`config.mk`:
```
export PLATFORM = sky130hd
export DESIGN_NAME = exec_unit
export DESIGN_NICKNAME = d
export VERILOG_FILES = /design/src/rtl/exec_unit.sv
export SDC_FILE = /design/constraint.sdc
export NUM_CORES = 1
export LEC_CHECK = 0
export BUFFER_PORTS_ARGS = -buffer_cell sky130_fd_sc_hd__clkbuf_2
export CORE_MARGIN = 2
export CORE_UTILIZATION = 40
export DETAILED_ROUTE_END_ITERATION = 8
export HOLD_SLACK_MARGIN = 0.03
export PLACE_DENSITY = 0.6
export SYNTH_ARGS = -nofsm -noshare
export SYNTH_HDL_FRONTEND = slang
export SYNTH_SLANG_ARGS = --single-unit
export TNS_END_PERCENT = 30
```
`constraint.sdc`:
```
create_clock -name clk -period 3.62 [get_ports clk]
set_input_delay 0.724 -clock clk [delete_from_list [all_inputs] [get_ports clk]]
set_output_delay 0.724 -clock clk [all_outputs]
set_load 0.01 [all_outputs]
```
`src/rtl/exec_unit.sv`:
```
// exec_unit: four-state (IDLE/READ/EXEC/WB) execution unit with register-file read/write ports.
// Define EXEC_UNIT_MUL_EN to build the iterative shift-add MUL (opcode 9); otherwise opcode 9 is illegal.
module exec_unit #(
   parameter int DATA_W = 16,
   parameter int AW     = 3
) (
   input  logic              clk,
   input  logic              rst,
   input  logic              instr_valid,
   output logic              instr_ready,
   input  logic [15:0]       instr,
   output logic [AW-1:0]     rd0_addr,
   output logic [AW-1:0]     rd1_addr,
   input  logic [DATA_W-1:0] rd0_data,
   input  logic [DATA_W-1:0] rd1_data,
   output logic              wr_en,
   output logic [AW-1:0]     wr_addr,
   output logic [DATA_W-1:0] wr_data,
   output logic              flag_z,
   output logic              flag_c,
   output logic              illegal
);
   typedef enum logic [1:0] {IDLE, READ, EXEC, WB} state_t;

   localparam logic [3:0] OP_NOP  = 4'd0;
   localparam logic [3:0] OP_ADD  = 4'd1;
   localparam logic [3:0] OP_SUB  = 4'd2;
   localparam logic [3:0] OP_AND  = 4'd3;
   localparam logic [3:0] OP_OR   = 4'd4;
   localparam logic [3:0] OP_XOR  = 4'd5;
   localparam logic [3:0] OP_SHL  = 4'd6;
   localparam logic [3:0] OP_SHR  = 4'd7;
   localparam logic [3:0] OP_ADDI = 4'd8;
`ifdef EXEC_UNIT_MUL_EN
   localparam logic [3:0] OP_MUL  = 4'd9;
   localparam int         CW      = (DATA_W > 1) ? $clog2(DATA_W) : 1;
`endif

   state_t              r_state;
   logic [15:0]         r_instr;
   logic [DATA_W-1:0]   r_op0;
   logic [DATA_W-1:0]   r_op1;
   logic [DATA_W-1:0]   r_res;
   logic                r_carry;
   logic                r_wr_en;
   logic [AW-1:0]       r_wr_addr;
   logic [DATA_W-1:0]   r_wr_data;
   logic                r_z;
   logic                r_c;
   logic                r_ill;
`ifdef EXEC_UNIT_MUL_EN
   logic [DATA_W-1:0]   r_acc;
   logic [CW-1:0]       r_cnt;
   logic [DATA_W-1:0]   w_acc_nxt;
`endif

   logic [3:0]          w_opc;
   logic [DATA_W:0]     w_sum;
   logic [DATA_W:0]     w_diff;
   logic [DATA_W:0]     w_sumi;
   logic [DATA_W-1:0]   w_res;
   logic                w_c;

   function automatic logic op_legal(input logic [3:0] op);
`ifdef EXEC_UNIT_MUL_EN
      return op <= 4'd9;
`else
      return op <= 4'd8;
`endif
   endfunction

   assign w_opc  = r_instr[15:12];
   // carry/borrow fall out of bit DATA_W of the widened sums
   assign w_sum  = {1'b0, r_op0} + {1'b0, r_op1};
   assign w_diff = {1'b0, r_op0} - {1'b0, r_op1};
   assign w_sumi = {1'b0, r_op0} + (DATA_W+1)'(r_instr[5:0]);

   always_comb begin
      w_res = '0;
      w_c   = 1'b0;
      case (w_opc)
         OP_ADD:  {w_c, w_res} = w_sum;
         OP_SUB:  {w_c, w_res} = w_diff;
         OP_AND:  w_res = r_op0 & r_op1;
         OP_OR:   w_res = r_op0 | r_op1;
         OP_XOR:  w_res = r_op0 ^ r_op1;
         OP_SHL:  w_res = r_op0 << r_op1[3:0];
         OP_SHR:  w_res = r_op0 >> r_op1[3:0];
         OP_ADDI: {w_c, w_res} = w_sumi;
         default: ;
      endcase
   end

`ifdef EXEC_UNIT_MUL_EN
   assign w_acc_nxt = r_acc + (r_op1[0] ? r_op0 : '0);
`endif

   assign instr_ready = (r_state == IDLE);
   assign rd0_addr    = AW'(r_instr[8:6]);
   assign rd1_addr    = AW'(r_instr[5:3]);
   assign wr_en       = r_wr_en;
   assign wr_addr     = r_wr_addr;
   assign wr_data     = r_wr_data;
   assign flag_z      = r_z;
   assign flag_c      = r_c;
   assign illegal     = r_ill;

   always_ff @(posedge clk or negedge rst) begin
      if (!rst) begin
         r_state   <= IDLE;
         r_instr   <= '0;
         r_op0     <= '0;
         r_op1     <= '0;
         r_res     <= '0;
         r_carry   <= 1'b0;
         r_wr_en   <= 1'b0;
         r_wr_addr <= '0;
         r_wr_data <= '0;
         r_z       <= 1'b0;
         r_c       <= 1'b0;
         r_ill     <= 1'b0;
`ifdef EXEC_UNIT_MUL_EN
         r_acc     <= '0;
         r_cnt     <= '0;
`endif
      end else begin
         r_wr_en <= 1'b0;
         case (r_state)
            IDLE: begin
               if (instr_valid) begin
                  r_instr <= instr;
                  r_state <= READ;
                  if (op_legal(instr[15:12])) r_ill <= 1'b0;
               end
            end
            READ: begin
               r_op0   <= rd0_data;
               r_op1   <= rd1_data;
               r_state <= EXEC;
`ifdef EXEC_UNIT_MUL_EN
               r_acc   <= '0;
               r_cnt   <= '0;
`endif
            end
            EXEC: begin
               if (!op_legal(w_opc)) begin
                  r_ill   <= 1'b1;
                  r_state <= IDLE;
               end else if (w_opc == OP_NOP) begin
                  r_state <= IDLE;
               end
`ifdef EXEC_UNIT_MUL_EN
               // one multiplier bit per cycle: op0 walks left, op1 walks right
               else if (w_opc == OP_MUL) begin
                  r_acc <= w_acc_nxt;
                  r_op0 <= r_op0 << 1;
                  r_op1 <= r_op1 >> 1;
                  r_cnt <= r_cnt + CW'(1);
                  if (r_cnt == CW'(DATA_W-1)) begin
                     r_res   <= w_acc_nxt;
                     r_carry <= 1'b0;
                     r_state <= WB;
                  end
               end
`endif
               else begin
                  r_res   <= w_res;
                  r_carry <= w_c;
                  r_state <= WB;
               end
            end
            WB: begin
               // first WB cycle launches the write and flags; second cycle drains it
               if (!r_wr_en) begin
                  r_wr_en   <= 1'b1;
                  r_wr_addr <= AW'(r_instr[11:9]);
                  r_wr_data <= r_res;
                  r_z       <= (r_res == '0);
                  r_c       <= r_carry;
               end else begin
                  r_state <= IDLE;
               end
            end
         endcase
      end
   end
endmodule

```
**Yosys cells after proc, flatten, opt, wreduce, memory -nomap -nowiden**

Index checks and enable logic that the tools add are counted.

- Bits in registers: 90
- Input port bits: 51
- Logic and storage cells: 61

- Shift operators: 2
- Magnitude comparators: 2
- Bitwise operators: 5
- Eq/ne operators: 15
- $add $sub $neg: 3
- Muxes and demuxes: 13
- Reduce and logical (&&, ||, !) cells: 9

Operators by type and width:

| cell | count |
|---|---|
| $pmux 16 s8 | 1 |
| $add 16x16->17 | 1 |
| $add 16x6->17 | 1 |
| $sub 16x16->17 | 1 |
| $and 16x16->16 | 1 |
| $eq 4x3->1 const B | 4 |
| $logic_not 16->1 | 1 |
| $or 16x16->16 | 1 |
| $shl 16x4->16 | 1 |
| $shr 16x4->16 | 1 |
| $xor 16x16->16 | 1 |
| $eq 4x2->1 const B | 2 |
| $le 4x4->1 const B | 2 |
| $mux 2 | 4 |
| $pmux 2 s4 | 1 |
| $ne 2x2->1 const B | 3 |
| $reduce_and 2->1 | 3 |
| $mux 1 | 5 |
| $eq 2x2->1 const B | 2 |
| $eq 4x1->1 const B | 1 |
| $eq 4x4->1 const B | 1 |
| $logic_not 4->1 | 1 |
| $reduce_and 4->1 | 1 |
| $pmux 1 s3 | 1 |
| 7 further kinds | 8 |

**Longest topological paths before layout**

Gate-level depths: netlist of run 1.

- Depth in word-level cells: 4
- Depth in mapped cells: 12
- Mapped depth without buffers: 11

**Worst setup path before layout of run 1**

No wires, ideal clock.

- Path kind: reg2reg
- Start: reg r_op1[1]
- End: reg r_carry
- Stages on the path, launching flop included: 13
- Setup time: 82 ps
- Data required time: 3,538 ps
- Slack: 966 ps
- Path buffers: 3
- Arrival: 2,572 ps
- Cell sequence: dfrtp_1 buf_2 buf_2 buf_4 inv_1 fa_1 nor2b_1 o211ai_1 a21oi_1 o31ai_1 o311ai_0 o311a_1 o22ai_1

- Cells in the longest elaborated chain, start to end: 2
- Elaborated cells on any way between the ends: 3
- Classes of those cells: add/sub: 2; mux: 1

Ends and longest elaborated chain:

| what | RTL line | RTL |
|---|---|---|
| start: declaration | 42 | `logic [DATA_W-1:0] r_op1;` |
| start signal: assignment | 138 | `r_op1 <= rd1_data;` |
| $sub 16x16->17 / $add 16x16->17 (equally long branches) | 75, 74 |  |
| $pmux 1 s3 * | 81 | `case (w_opc)` |
| end signal: assignment | 168 | `r_carry <= w_c;` |
| end: declaration | 44 | `logic r_carry;` |

Mark *: on every way between the ends. The rest lies on a longest branch, timed or not.
A chain may end at the register's enable or synchronous reset.

**Worst setup path after layout of run 1**

- Start: reg r_op0[0]
- End: reg r_res[10]

- Cells in the longest elaborated chain, start to end: 2
- Elaborated cells on any way between the ends: 6
- Classes of those cells: add/sub: 3; shift: 2; mux: 1

Ends and longest elaborated chain:

| what | RTL line | RTL |
|---|---|---|
| start: declaration | 41 | `logic [DATA_W-1:0] r_op0;` |
| start signal: assignment | 137 | `r_op0 <= rd0_data;` |
| $add 16x6->17, or another cell as far along | 76 | `assign w_sumi = {1'b0, r_op0} + (DATA_W+1)'(r_instr[5:0]);` |
| $pmux 16 s8 * | 81 |  |
| end signal: assignment | 167 | `r_res <= w_res;` |
| end: declaration | 43 | `logic [DATA_W-1:0] r_res;` |

Marks and branches as above.

==> flow_metrics.py, run 1 <==
metrics = {
    "power_and_ir_drop": {
        "max-vdd-ir-drop_uv": 550.3,
        "p_per_area_mw_per_mm2": 1153,
        "p_sw_share_pct": 53.85,
        "intPower_uw": 4469,
        "pwr-share-clk_pct": 10.1,
        "power_frac_seq_pct": 21.7,
        "switching_power_uw": 5216,
        "p_total_uw": 9685,
        "p_leak_uw": 0.003689,
        "comb_power_share_pct": 68.3,
    },
    "outcome": {
        "status": "finished, final reports clean",
    },
    "logic_synthesis": {
        "syn_nets": 1050,
        "synth.yosys.seq_area_share_pct": 29.60,
        "synth_edf_count": 0,
        "synthFlopType": "dfrtp_1",
        "syn_area_per_cell_sq_um": 8.103,
        "synthCells": 939,
        "synth_warnings": 0,
        "synthArstFlopShare_pct": 100.0,
        "ys_ff_latch": 90,
        "netlist_area_sq_mm": 0.007609,
        "synth.distinct_cells": 74,
    },
    "layout": {
        "final_cell_mix": "nand2_1 (155), dfrtp_1 (90), o21ai_0 (82)",
        "fin_cells": 1216,
        "diodes": 0,
        "drive_gt1_share_pct": 16.29,
        "area_delta_synth_final_pct": 10.36,
        "fin_nets": 1088,
        "layout.cells.most_common": "nand2_1",
    },
    "place": {
        "hpwl_mm": 19.15,
        "gp_congestion": 1.013,
        "place_ws_ns": 0.8387,
        "post-place-cells": 1200,
        "portBuffers": 80,
    },
    "sta": {
        "fin_worst_skew_ns": 0.01398,
        "whs_ns": 0.3411,
        "tns_ns": 0,
        "tightest_slew_ns": 0.9977,
        "setup-violations-final": 0,
        "worst_slack_ns": 0.7345,
        "hold_viol": 0,
        "min_period_ns": 2.885,
        "fin_crit_sh_pct": 79.71,
        "slew_headroom_pct": 33.24,
        "fmax_mhz": 346.6,
        "rsz0062_at_grt": "no",
        "drv_slew": 0,
    },
    "detailed_routing": {
        "detail_route.wl_per_cell_microns": 20.52,
        "via_per_inst": 5.900,
        "routed-via-count": 7174,
        "drc": 0,
        "ant_nets": 0,
        "drt_iter0_markers": 812,
        "drt_pass1_iterations": 5,
        "drt_wl_total_mm": 24.96,
    },
    "floorplanning": {
        "chipHeight_microns": 141.9,
        "dieArea_sq_mm": 0.02014,
        "pin_count": 81,
        "core_area_sq_mm": 0.01871,
        "start_util_pct": 40.68,
        "die_x_microns": 141.9,
        "rows": 50,
    },
    "critical_path": {
        "critPathLaunchType": "flip-flop",
        "worst_setup_path_end_kind": "flip-flop",
        "path_max_fanout": 7,
        "required_ns": 3.86,
        "crit_arrival_ns": 3.13,
        "setup.worst_path.class": "reg -> reg",
    },
    "clock_network": {
        "htree_num_levels": 3,
        "postCtsSetupRepairBufs": 0,
        "clk_pin_slew_ns": 0.08,
        "numCtsBuffers": 9,
        "cts_sinks": 90,
        "clockBufferDepth": 2,
        "insertion_delay_ns": 0.37,
        "cts_tree": "yes",
        "root_buffer": "clkbuf_16",
        "cts_hold_buf": 0,
        "post_cts_resized": 0,
    },
    "grt": {
        "antenna_found_initial": 0,
        "grt_pass1_wl_mm": 38.36,
        "grt-ovfl-total": 0,
        "grt_max_degree": 48,
        "grt_usage_pct": 25.00,
        "grt_pass1_vias": 6647,
    },
    "job": {
        "maxCapViolCount": 0,
    },
    "hold_path": {
        "worstHoldPathType": "in -> async",
    },
}
flip-flops by register name (all words and copies together), names as in the netlist:
name,count
r_instr,16
r_op0,16
r_op1,16
r_res,16
wr_data,16
wr_addr,3
r_state,2
flag_c,1
flag_z,1
illegal,1
r_carry,1
wr_en,1
metal layers:
metal / wire (microns) / up-vias / share of wire, % / global-route usage [%]
met1: 11420 / 3434 / 46 / 35.44
met3: 1731 / 51 / 6.9 / 4.016
met5: 0 / - / 0 / 0
li1: - / 3400 / - / -
met4: 717 / 0 / 2.9 / 8.684
met2: 11090 / 289 / 44 / 38.78
power by group through the flow:
| stage | combinational (uW) | sequential (uW) | clock (uW) |
|---|---|---|---|
| final | 6610 | 2100 | 975 |
| after CTS | 6490 | 2090 | 997 |
| after detailed placement | 6460 | 2110 | 0 |
| after global routing | 7230 | 2170 | 1040 |
| after floorplan | 4850 | 1920 | 0 |
| after global placement | 6530 | 2090 | 0 |
layout make-up:
cell class | count | area [sq um]
flip-flops and latches | 90 | 2252
inverters | 51 | 191.4
repair buffers | 96 | 523.0
multi-input cells | 729 | 4833
clock inverters | 7 | 78.83
clock buffers | 9 | 225.2
well taps | 234 | 292.8
fillers | 1889 | 10310
cells by family after synthesis:
kind of cell,count (synthesis),share of synthesized area (%)
and+or+nand+nor,319,18.80
AOI/OAI and AO/OA,269,22.68
buffers and inverters,120,6.973
DFF,90,29.60
adders and majority gates,60,10.16
muxes,51,8.337
xor gates and xnor gates,30,3.453
synthesized netlist by cell type (12+ instances only):
master / n / area [sq um]
a211oi_1: 12 / 90.09
a21oi_1: 58 / 290.3
a22oi_1: 16 / 120.1
a31oi_1: 12 / 75.07
buf_2: 22 / 110.1
clkbuf_1: 33 / 123.9
dfrtp_1: 90 / 2252
ha_1: 57 / 713.2
inv_1: 49 / 183.9
mux2_2: 29 / 326.6
mux2i_1: 15 / 150.1
nand2_1: 155 / 581.8
nand3_1: 17 / 85.08
nor2_1: 76 / 285.3
o211ai_1: 16 / 120.1
o21ai_0: 82 / 410.4
xnor2_1: 25 / 219.0
worst paths after layout:
kind,startpoint,end,slack (ns),cells past startpoint
max,r_op0[0],r_res[10],0.73,10
min reg2reg,r_instr[9],wr_addr[0],0.47,2
max in group asynchronous,rst,r_op1[6],2.47,2
min in group clk,r_instr[9],wr_addr[0],0.47,2
max reg2reg,r_op0[0],r_res[10],0.73,10
min,rst,wr_addr[1],0.34,1
per-stage QoR:
stage	utilization, %	instance area [sq um]
final	44.89	8397
after global routing	44.89	8397
after CTS	44.89	8397
after detailed placement	43.26	8093
after global placement	43.26	8093
after floorplan	-	7609
worst max-delay path: stages (launching register included):
cell and delay [ns]:
dfrtp_1 0.47, ha_1 0.27, fa_1 0.23, a21oi_1 0.10, o21ai_0 0.26, nand2_1 0.19, nor4_1 0.34, xnor2_1 0.18
a2111oi_0 0.44, buf_4 0.20, a21oi_1 0.06
Note: power is estimated with default switching activity, not from simulation.
==> inputs of run 2 (changes only) <==
Settings changed: ABC_AREA set to 1.
Clock period 3.62 ns to 2.98 ns, I/O delays scaled along.
==> flow_metrics.py, run 2 <==
metrics = {
    "place": {
        "place_ws_ns": 0.4390,
        "portBuffers": 80,
        "dpl_cell_area_sq_mm": 0.008767,
        "gp_congestion": 1.005,
        "hpwl_mm": 23.88,
    },
    "logic_synthesis": {
        "synth_warnings": 0,
        "synthFlopType": "dfrtp_1",
        "ys_ff_latch": 90,
        "synthMostInstantiatedCell": "nand2_1",
        "synth_top_area_share_pct": 27.50,
        "synthArstFlopShare_pct": 100.0,
        "synth.area.top_cells": "dfrtp_1 (27%), nand2_1 (20%), nand3_1 (11%)",
        "synth.distinct_cells": 45,
        "syn_area_per_cell_sq_um": 6.200,
        "netlist_area_sq_mm": 0.008190,
        "synthCells": 1321,
        "synth.yosys.seq_area_share_pct": 27.50,
        "synth_area_leader_cell": "dfrtp_1",
        "synth_edf_count": 0,
        "synth_commonest_cells": "nand2_1 (433), nand3_1 (177), nor2_1 (149)",
        "syn_nets": 1432,
    },
    "power_and_ir_drop": {
        "p_total_uw": 12680,
        "p_leak_uw": 0.004883,
        "p_per_area_mw_per_mm2": 1403,
        "max-vdd-ir-drop_uv": 543.7,
    },
    "detailed_routing": {
        "drt_wl_total_mm": 29.82,
        "routed-via-count": 8727,
        "drt_iter0_markers": 829,
        "drc": 0,
        "via_per_inst": 5.283,
        "detail_route.wl_per_cell_microns": 18.05,
        "ant_nets": 0,
        "drt_pass1_iterations": 7,
    },
    "grt": {
        "use_met3_pct": 4.658,
        "antenna_found_initial": 0,
        "grt_usage_pct": 28.14,
        "grt_pass1_wl_mm": 46.63,
        "top_usage_layer": "met2",
        "grt-ovfl-total": 0,
        "grt_use_met2_pct": 43.01,
        "grt_max_degree": 47,
        "grt_pass1_vias": 8073,
        "use_met1_pct": 40.77,
    },
    "clock_network": {
        "insertion_delay_ns": 0.37,
        "root_buffer": "clkbuf_16",
        "numCtsBuffers": 9,
        "cts_tree": "yes",
        "clk_pin_slew_ns": 0.08,
        "cts_hold_buf": 0,
        "postCtsSetupRepairBufs": 0,
        "clockBufferDepth": 2,
        "cts_sinks": 90,
        "htree_num_levels": 3,
        "post_cts_resized": 0,
    },
    "sta": {
        "slew_headroom_pct": 43.36,
        "fin_crit_sh_pct": 87.09,
        "worst_slack_ns": 0.3847,
        "tightest_slew_ns": 0.8465,
        "tns_ns": 0,
        "hold_viol": 0,
        "setup-violations-final": 0,
        "drv_slew": 0,
        "rsz0062_at_grt": "no",
        "min_period_ns": 2.595,
        "fmax_mhz": 385.3,
        "fin_worst_skew_ns": 0.01916,
    },
    "floorplanning": {
        "dieArea_sq_mm": 0.02164,
        "start_util_pct": 40.61,
        "rows": 52,
        "core_area_sq_mm": 0.02017,
        "die_x_microns": 147.1,
        "pin_count": 81,
        "chipHeight_microns": 147.1,
    },
    "layout": {
        "n_fill_cell": 2237,
        "fin_nets": 1488,
        "area_delta_synth_final_pct": 10.39,
        "fin_area_sq_mm": 0.009041,
        "final_util_pct": 44.83,
        "layout.cells.most_common": "nand2_1",
        "drive_gt1_share_pct": 10.42,
        "diodes": 0,
        "final_cell_mix": "nand2_1 (432), nand3_1 (177), nor2_1 (149)",
    },
    "critical_path": {
        "path_max_fanout": 11,
        "timing.rr.end": "r_res[15]",
        "crit_arrival_ns": 2.85,
        "rrSetupSlack_ns": 0.38,
        "worst_setup_path_end_kind": "flip-flop",
        "setup.worst_path.class": "reg -> reg",
        "cp_slowest_stage_delay_ns": 0.57,
        "timing.rr.start": "r_op0[12]",
        "cp_cell_sequence": "inv_1, ha_1, nand2_1, nor3_1, and2_1, nand2_1, nand2_1, nand2_1, nand3_1, nand3_1, nand2_1, inv_1",
        "reg2regPathDepth": 12,
        "slowest_stage": "dfrtp_1",
        "crit_top_cell": "nand2_1",
        "critPathLaunchType": "flip-flop",
        "cp-endpoint": "r_res[15]",
        "startpoint": "r_op0[12]",
        "required_ns": 3.24,
    },
    "outcome": {
        "status": "finished, final reports clean",
    },
    "job": {
        "maxCapViolCount": 0,
    },
    "hold_path": {
        "worstHoldPathType": "in -> async",
    },
}
run 2: cell count changes in the layout (fill, tap and decap cells not counted), sizes merged, moves of 8 or more:
cell,change
nand3,+163
nor2,+83
mux2i,-15
a21oi,+20
o21ai,-41
inv,+103
xnor2,-25
a31oi,-11
o211ai,-8
a211oi,-10
a22oi,-16
nand2,+282
mux2,-29
run 2: stage by stage:
| step | instances | hold WS [ns] |
|---|---|---|
| after global placement | 1636 | 0.4530 |
| after global routing | 1652 | 0.2680 |
| final | 1652 | 0.2259 |
| after CTS | 1652 | 0.2514 |
| after detailed placement | 1636 | 0.4587 |
| after floorplan | 1321 | 0.3004 |
run 2: critical path: cells and delay by family, from the launching register on:
| kind | cells | cell delay [ns] |
|---|---|---|
| adder cells (fa/ha/maj) | 1 | 0.57 |
| buffers and inverters | 2 | 0.19 |
| flip-flops | 1 | 0.57 |
| AND/OR/NAND/NOR | 9 | 1.19 |
run 2: report_power, final:
| group | total, uW | internal (uW) | switching [uW] |
|---|---|---|---|
| sequential | 2370 | 1820 | 550 |
| clock | 1150 | 577 | 570 |
| combinational | 9170 | 2760 | 6400 |
run 2: layout make-up:
| type | instances | area (sq um) | area share (%) |
|---|---|---|---|
| multi-input combinational | 1019 | 5009 | 55.40 |
| inverter | 154 | 580.6 | 6.421 |
| clock inverter | 6 | 45.04 | 0.4982 |
| timing repair buffer | 103 | 588.1 | 6.504 |
| sequential | 90 | 2252 | 24.91 |
| clock buffer | 10 | 229.0 | 2.533 |
| tap | 270 | 337.8 | 3.737 |
run 2: cells by family after synthesis:
kind of cell | count (synthesis) | share of synthesized area [%]
and+or+nand+nor | 814 | 42.07
DFF | 90 | 27.50
buffers and inverters | 212 | 11.38
xor gates and xnor gates | 1 | 0.1070
AOI/OAI and AO/OA | 144 | 9.502
adders and majority gates | 60 | 9.441
run 2: worst min path at each step:
| stage | to | startpoint |
|---|---|---|
| detailed placement | wr_data[7] | wr_data[7] |
| global route | r_instr[1] | rst |
| CTS | r_instr[5] | rst |
| finish | r_instr[5] | rst |
| global placement | wr_data[4] | wr_data[4] |
| floorplan | flag_c | rst |
run 2: per-layer routing:
metal	share of wire, %	vias to the layer above	wire [microns]
met4	2.7	0	792
li1	-	4318	-
met2	43	399	12810
met1	45	3966	13510
met5	0	-	0
met3	9.1	44	2707
==> inputs of run 3 (changes only) <==
Settings changed: ABC_AREA 1 to 0.
==> flow_metrics.py, run 3 (same netlist as run 1, synthesis figures left out) <==
metrics = {
    "floorplanning": {
        "pin_count": 81,
        "dieArea_sq_mm": 0.02014,
        "rows": 50,
        "core_area_sq_mm": 0.01871,
        "chipHeight_microns": 141.9,
        "die_x_microns": 141.9,
        "start_util_pct": 40.68,
    },
    "layout": {
        "n_fill_cell": 1851,
        "fin_nets": 1118,
        "drive_gt1_share_pct": 19.07,
        "final_cell_mix": "nand2_1 (155), dfrtp_1 (90), o21ai_0 (82)",
        "layout.cells.most_common": "nand2_1",
        "diodes": 0,
        "area_delta_synth_final_pct": 14.19,
        "fin_cells": 1246,
    },
    "sta": {
        "tns_ns": 0,
        "min_period_ns": 2.790,
        "setup-violations-final": 0,
        "fmax_mhz": 358.4,
        "hold_viol": 0,
        "rsz0062_at_grt": "no",
        "tightest_slew_ns": 0.7729,
        "fin_worst_skew_ns": 0.01065,
        "drv_slew": 0,
        "fin_crit_sh_pct": 93.62,
        "slew_headroom_pct": 48.47,
    },
    "critical_path": {
        "timing.rr.end": "r_res[15]",
        "startpoint": "r_op0[8]",
        "crit_arrival_ns": 3.04,
        "path_max_fanout": 11,
        "cpLargestDelayFamily": "compound AO/OA/AOI/OAI gates",
        "worst_setup_path_end_kind": "flip-flop",
        "path_buf_inv": 2,
        "cp_slowest_stage_delay_ns": 0.66,
        "setup.worst_path.class": "reg -> reg",
        "required_ns": 3.23,
        "worst-path-stages": 9,
        "rrSetupSlack_ns": 0.19,
        "cp-endpoint": "r_res[15]",
        "slowest_stage": "ha_1",
        "cp_cell_sequence": "inv_1, ha_1, inv_1, a21oi_1, o311ai_1, o221ai_1, a31o_2, a21oi_1, o32a_1",
        "timing.rr.start": "r_op0[8]",
        "critPathLaunchType": "flip-flop",
        "reg2regPathDepth": 9,
    },
    "clock_network": {
        "clockBufferDepth": 2,
        "root_buffer": "clkbuf_16",
        "insertion_delay_ns": 0.36,
        "htree_num_levels": 3,
        "postCtsSetupRepairBufs": 0,
        "cts_sinks": 90,
        "cts_hold_buf": 0,
        "clk_pin_slew_ns": 0.08,
        "numCtsBuffers": 9,
        "cts_tree": "yes",
    },
    "grt": {
        "grt_pass1_wl_mm": 40.17,
        "antenna_found_initial": 0,
        "grt_max_degree": 61,
        "grt-ovfl-total": 0,
        "grt_pass1_vias": 6961,
        "grt_usage_pct": 26.23,
    },
    "power_and_ir_drop": {
        "pwr-share-clk_pct": 10.2,
        "intPower_uw": 5916,
        "power_frac_seq_pct": 19.1,
        "p_per_area_mw_per_mm2": 1437,
        "switching_power_uw": 6565,
        "p_leak_uw": 0.003857,
        "p_sw_share_pct": 52.60,
        "comb_power_share_pct": 70.7,
        "max-vdd-ir-drop_uv": 600.9,
    },
    "job": {
        "maxCapViolCount": 0,
    },
    "detailed_routing": {
        "ant_nets": 0,
        "drt_wl_total_mm": 25.89,
        "drc": 0,
        "via_per_inst": 5.847,
        "routed-via-count": 7285,
        "drt_iter0_markers": 837,
        "drt_pass1_iterations": 6,
        "detail_route.wl_per_cell_microns": 20.78,
    },
    "place": {
        "hpwl_mm": 20.01,
        "gp_congestion": 1.005,
        "portBuffers": 80,
        "post-place-cells": 1230,
    },
    "hold_path": {
        "worstHoldPathType": "in -> async",
    },
    "outcome": {
        "status": "finished, final reports clean",
    },
}
## run 3: cell count changes in the layout (fill, tap and decap cells not counted), sizes merged, moves of 8 or more
cell / delta
buf: +23
o21ai: +41
nand3: -163
nor2: -83
o211ai: +8
inv: -104
a21oi: -20
nand2: -282
mux2i: +15
mux2: +29
a22oi: +16
a31oi: +11
xnor2: +25
a211oi: +10
## run 3: repair_timing
action | CTS | global route
resized for setup | 0 | 5
endpoints found under the hold margin | 0 | 0
setup endpoints to repair | 0 | 3
## run 3: final cells by class
cell class / instances / area [sq um] / area share, %
Multi-Input combinational cell: 729 / 4856 / 55.89
Sequential cell: 90 / 2252 / 25.92
Timing Repair Buffer: 126 / 773.2 / 8.900
Tap cell: 234 / 292.8 / 3.370
Clock buffer: 10 / 239.0 / 2.751
Inverter: 51 / 191.4 / 2.203
Clock inverter: 6 / 83.83 / 0.9649
## run 3: metrics by stage
| stage | hold WS [ns] | area, sq um | worst slack (ns) | power, uW | util, % |
|---|---|---|---|---|---|
| after global routing | 0.2659 | 8688 | 0.03172 | 13460 | 46.45 |
| final | 0.2272 | 8688 | 0.1901 | 12480 | 46.45 |
| after CTS | 0.2456 | 8666 | 0.02445 | 12280 | 46.33 |
| after detailed placement | 0.4473 | 8343 | 0.03234 | 10950 | 44.60 |
| after global placement | 0.4497 | 8343 | 0.01490 | 10990 | 44.60 |
| after floorplan | 0.3004 | 7609 | 0.3256 | 8234 | - |
## run 3: how the worst min path moves through the flow
stage	slack [ns]	startpoint	end	cells after the start
after global placement	0.45	r_instr[9]	wr_addr[0]	2
after global routing	0.27	rst	wr_addr[0]	1
after floorplan	0.30	rst	flag_c	0
after detailed placement	0.45	r_instr[9]	wr_addr[0]	2
after CTS	0.25	rst	wr_addr[0]	1
final	0.23	rst	wr_addr[2]	1
## run 3: per-layer routing
layer | global-route usage, % | routed length, microns
met1 | 37.39 | 12010
met5 | 0 | 0
met4 | 6.684 | 560
met2 | 40.57 | 11470
met3 | 5.501 | 1849
## run 3: power groups by stage
stage	registers, uW	logic [uW]	clock network, uW
6_report	2390	8820	1270
3_5_place_dp	2410	8540	0
2_1_floorplan	2340	5900	0
3_3_place_gp	2390	8600	0
5_1_grt	2480	9650	1330
4_1_cts	2390	8600	1290
